$ cat config.mk
export PLATFORM = sky130hd
export DESIGN_NAME = mux_sel_sequencer
export DESIGN_NICKNAME = d
export VERILOG_FILES = /design/src/rtl/mux_sel_sequencer.sv
export SDC_FILE = /design/constraint.sdc
export NUM_CORES = 1
export LEC_CHECK = 0
export CORE_UTILIZATION = 41
export CTS_BUF_LIST = sky130_fd_sc_hd__clkbuf_8
export CTS_CLUSTER_SIZE = 30
export DETAILED_ROUTE_END_ITERATION = 16
export PLACE_DENSITY = 0.68
export SLEW_MARGIN = 20
export SYNTH_ARGS = -nofsm -noshare
export SYNTH_HDL_FRONTEND = slang
export SYNTH_SLANG_ARGS = --single-unit
export TNS_END_PERCENT = 50
$ cat constraint.sdc
create_clock -name i_clk -period 1.6 [get_ports i_clk]
set_input_delay 0.16 -clock i_clk [delete_from_list [all_inputs] [get_ports i_clk]]
set_output_delay 0.16 -clock i_clk [all_outputs]
set_load 0.005 [all_outputs]
$ cat src/rtl/mux_sel_sequencer.sv
// Round-robin select generator for a 4-to-1 mux: one bounded grant at a time,
// with a single dead cycle between grants so the mux output never switches mid-transfer.
module mux_sel_sequencer #(
   parameter int HOLD_MAX = 4
) (
   input  logic       i_clk,
   input  logic       i_rst,
   input  logic [3:0] i_req,
   input  logic       i_done,
   output logic       o_s1,
   output logic       o_s0,
   output logic [3:0] o_gnt,
   output logic       o_valid
);

   localparam int CW = $clog2(HOLD_MAX + 1);

   typedef enum logic [1:0] {
      ST_IDLE  = 2'd0,
      ST_GRANT = 2'd1,
      ST_GAP   = 2'd2
   } state_t;

   state_t        r_state;
   state_t        w_state_nxt;
   logic [1:0]    r_ptr;
   logic [1:0]    w_ptr_nxt;
   logic [1:0]    r_sel;
   logic [1:0]    w_sel_nxt;
   logic [1:0]    w_winner;
   logic [CW-1:0] r_cnt;
   logic [CW-1:0] w_cnt_nxt;
   logic [3:0]    r_gnt;
   logic [3:0]    w_gnt_nxt;
   logic          r_valid;
   logic          w_valid_nxt;
   logic          w_release;

   // Search order is ptr+1, ptr+2, ptr+3, ptr; iterating downwards lets the nearest hit win.
   function automatic logic [1:0] f_winner(input logic [3:0] req, input logic [1:0] ptr);
      logic [1:0] idx;
      logic [1:0] win;
      win = ptr;
      for (int i = 4; i >= 1; i--) begin
         idx = ptr + 2'(i);
         if (req[idx]) begin
            win = idx;
         end
      end
      return win;
   endfunction

   assign o_s1    = r_sel[1];
   assign o_s0    = r_sel[0];
   assign o_gnt   = r_gnt;
   assign o_valid = r_valid;

   // Next-state and next-output logic.
   always_comb begin
      w_state_nxt = r_state;
      w_ptr_nxt   = r_ptr;
      w_sel_nxt   = r_sel;
      w_cnt_nxt   = r_cnt;
      w_gnt_nxt   = r_gnt;
      w_valid_nxt = r_valid;
      w_winner    = f_winner(i_req, r_ptr);
      w_release   = i_done || !i_req[r_sel] || (r_cnt == CW'(HOLD_MAX));

      case (r_state)
         ST_GRANT: begin
            if (w_release) begin
               w_state_nxt = ST_GAP;
               w_valid_nxt = 1'b0;
               w_gnt_nxt   = 4'b0000;
               w_cnt_nxt   = CW'(0);
            end else begin
               w_cnt_nxt   = r_cnt + CW'(1);
            end
         end
         ST_IDLE, ST_GAP: begin
            if (|i_req) begin
               w_state_nxt = ST_GRANT;
               w_sel_nxt   = w_winner;
               w_ptr_nxt   = w_winner;
               w_gnt_nxt   = 4'b0001 << w_winner;
               w_valid_nxt = 1'b1;
               w_cnt_nxt   = CW'(1);
            end else begin
               w_state_nxt = ST_IDLE;
               w_valid_nxt = 1'b0;
               w_gnt_nxt   = 4'b0000;
               w_cnt_nxt   = CW'(0);
            end
         end
         default: begin
            w_state_nxt = ST_IDLE;
            w_valid_nxt = 1'b0;
            w_gnt_nxt   = 4'b0000;
            w_cnt_nxt   = CW'(0);
         end
      endcase
   end

   // State and output registers; ptr resets to 3 so the first search begins at channel 0.
   always_ff @(posedge i_clk or posedge i_rst) begin
      if (i_rst) begin
         r_state <= ST_IDLE;
         r_ptr   <= 2'd3;
         r_sel   <= 2'd0;
         r_cnt   <= CW'(0);
         r_gnt   <= 4'b0000;
         r_valid <= 1'b0;
      end else begin
         r_state <= w_state_nxt;
         r_ptr   <= w_ptr_nxt;
         r_sel   <= w_sel_nxt;
         r_cnt   <= w_cnt_nxt;
         r_gnt   <= w_gnt_nxt;
         r_valid <= w_valid_nxt;
      end
   end

endmodule

==> results.yml, run 1 <==
outcome:
  outcome: "complete, no violations"
grt:
  grt_usage_pct: 15.9
  gr-total-overflow: 0
  grt_pass1_wl_um: 2170
  grt_max_degree: 15
  antenna_found_initial: 0
  grt_pass1_vias: 522
logic_synthesis:
  synth_compound_area_share_pct: 19.4
  synth_area_um2: 683
  synthAdderAreaFrac_pct: 3.66
  synth_xor_xnor_area_share_pct: 1.28
  synthMuxAreaShare_pct: 3.30
  ys_types: 26
  ys_ff_latch: 14
  syn_inst: 63
  synthSimpleGateAreaFrac_pct: 15.8
  synth_nets: 72
  syn_area_per_cell_um2: 10.8
  ys_seq_area_share_pct: 51.6
  ys_warn_count: 0
  synth_top_family_by_area: "compound AO/OA/AOI/OAI gates"
timing:
  timing.final.crit_share_pct: 93.5
  finalHoldViolCount: 0
  relSlewSlack_pct: 65.9
  clock_skew_ns: 0.00142
  tightest_slew_ns: 0.512
  whs_ns: 0.245
  slew_violations: 0
  rsz0062_at_grt: "false"
  max_freq_ghz: 0.668
  min_period_ns: 1.50
  finalSetupViolCount: 0
critical_path:
  crit_type: "reg2reg"
  crit_required_ns: 1.73
  arrival_ns: 1.63
  cp_max_fo: 5
  startpoint_type: "flop"
  cp-startpoint: "r_ptr[0]"
  r2r-start: "r_ptr[0]"
  cp-end-kind: "flop"
clocking:
  clockBufferDepth: 2
  clk_pin_slew_ns: 0.06
  cts_tree: "built"
  clock_latency_ns: 0.24
  post_cts_buffers: 0
  cts_sinks: 14
  cts_made_buffers: 3
  ctsRootBufferMaster: "clkbuf_8"
  htree_levels: 1
power_and_ir_drop:
  power_density_mw_per_mm2: 1810
  cellLeakagePower_uw: 0.000409
  power_uw: 1640
  vdd.ir_drop.worst_uv: 1080
placed_design:
  place_inst: 94
  place_area_um2: 848
  numPortBuffers: 13
  dp_hpwl_um: 938
  gp_congestion: 0.854
routing:
  vias: 507
  drt_wl_total_um: 1240
  wire_per_inst_um: 12.6
  drc: 0
  routed_via_density: 5.17
  first_pass_iters: 4
  final_antenna_net_count: 0
  drt_iter0_drc: 9
run:
  drv_cap: 0
finish:
  drive_above_1_share_pct: 20.7
  n_antenna_cell: 0
  stdcell_count: 98
  design_area_um2: 903
  num-fill-cells: 136
  nets: 92
  area_delta_synth_final_pct: 32.2
floorplan:
  io_pins: 14
  core-area_mm2: 0.00152
  die_area_mm2: 0.00183
  initial_core_util_pct: 44.8
  die_w_um: 42.8
  die_h_um: 42.8
  row_count: 14
hold_path:
  hold_path.class: "in2async"
## per-layer routing
| metal | vias to the layer above | wire (um) | track usage, % |
|---|---|---|---|
| met5 | - | 0 | 0 |
| met4 | 0 | 5 | 7.50 |
| met3 | 2 | 23 | 3.83 |
| met2 | 8 | 557 | 24.8 |
| met1 | 236 | 650 | 20.5 |
| li1 | 261 | - | - |
## critical path, cell delays in order, from the launching register on
cell and delay, ns:
dfstp_2 0.57, nor2b_1 0.06, o21a_1 0.20, a221o_1 0.29, a32o_1 0.26
## path summary, 6_finish.rpt
| path | end | slack [ns] | cells past startpoint |
|---|---|---|---|
| min in group i_clk | o_gnt[2] | 0.48 | 2 |
| max in group asynchronous | r_ptr[0] | 1.00 | 2 |
| worst min register to register | o_gnt[2] | 0.48 | 2 |
| worst max-delay path | o_gnt[1] | 0.10 | 4 |
| worst min-delay path | o_gnt[0] | 0.25 | 2 |
| worst max register to register | o_gnt[1] | 0.10 | 4 |
## power breakdown
part,internal (uW),switching (uW)
logic,376,266
clock network,218,123
registers,529,125
## kinds of logic (layout without fill, tap and decap cells)
group | Yosys count | count (layout)
mux | 1 | 1
buf+inv | 7 | 26
compound gates | 19 | 19
fa+ha+maj | 2 | 2
flops | 14 | 14
simple gates | 19 | 19
xor+xnor | 1 | 1
## cells in the mapped netlist
library cell / count / area (um^2)
xor2_1: 1 / 8.76
nor4_1: 1 / 6.26
mux4_2: 1 / 22.5
or2b_1: 1 / 7.51
o21ai_0: 8 / 40.0
nor2_1: 5 / 18.8
inv_1: 5 / 18.8
clkbuf_1: 1 / 3.75
a221oi_2: 1 / 15.0
ha_1: 2 / 25.0
dfrtp_1: 12 / 300
and2_2: 2 / 15.0
a21oi_1: 3 / 15.0
dfstp_2: 2 / 52.6
nand2_1: 4 / 15.0
a221o_1: 1 / 10.0
nor3b_2: 1 / 12.5
o21a_1: 1 / 7.51
and3_1: 1 / 6.26
o211ai_1: 1 / 7.51
a21o_2: 2 / 17.5
or2_1: 1 / 6.26
nor2b_1: 2 / 12.5
a32o_1: 2 / 20.0
buf_6: 1 / 11.3
nor3b_1: 1 / 7.51
## placed cells by master (no fill, tap or decap)
cell              n
clkdlybuf4s50_1  13
dfrtp_1          12
o21ai_0           7
inv_1             5
nor2_1            5
nand2_1           4
clkbuf_8          4
buf_4             4
a21oi_1           3
nor2b_1           2
a21o_2            2
a32o_1            2
and2_2            2
ha_1              2
dfstp_2           2
nor4_1            1
or2b_1            1
o211ai_1          1
mux4_2            1
nor3b_1           1
and3_1            1
nor3b_2           1
o21ai_1           1
o21a_1            1
a221o_1           1
a221oi_2          1
xor2_1            1
or2_1             1
## registers in the layout, summed over array words and instances, names as in the netlist
name and flops:
r_ptr 2, r_sel 2, o_gnt 4, o_valid 1, r_state 2, r_cnt 3
## metrics by stage
step           setup slack [ns]  TNS [ns]  util [%]
2_1_floorplan             0.144         0         -
3_3_place_gp             -0.131     -1.04      55.7
3_5_place_dp             -0.139     -1.11      55.7
4_1_cts                  0.0612         0      59.3
5_1_grt                  0.0194         0      59.3
6_report                  0.104         0      59.3
## timing repair
item | CTS | global route
hold buffers | 0 | 0
resized for setup | 0 | 1
setup endpoints to repair | 0 | 2
## area by class of cell
class	instances	area, um^2	area share (%)
inverter	5	18.8	2.08
clock buffer	4	55.1	6.09
tap	16	20.0	2.22
sequential	14	353	39.1
multi-input combinational	42	297	32.8
timing repair buffer	17	160	17.7
No activity file was read; power rests on OpenSTA's default activity.
==> run 2: changes to the inputs <==
- SKIP_CTS_REPAIR_TIMING: default -> 1
==> results of run 2 <==
Final layout, timing and power as in run 1 (identical DEF).
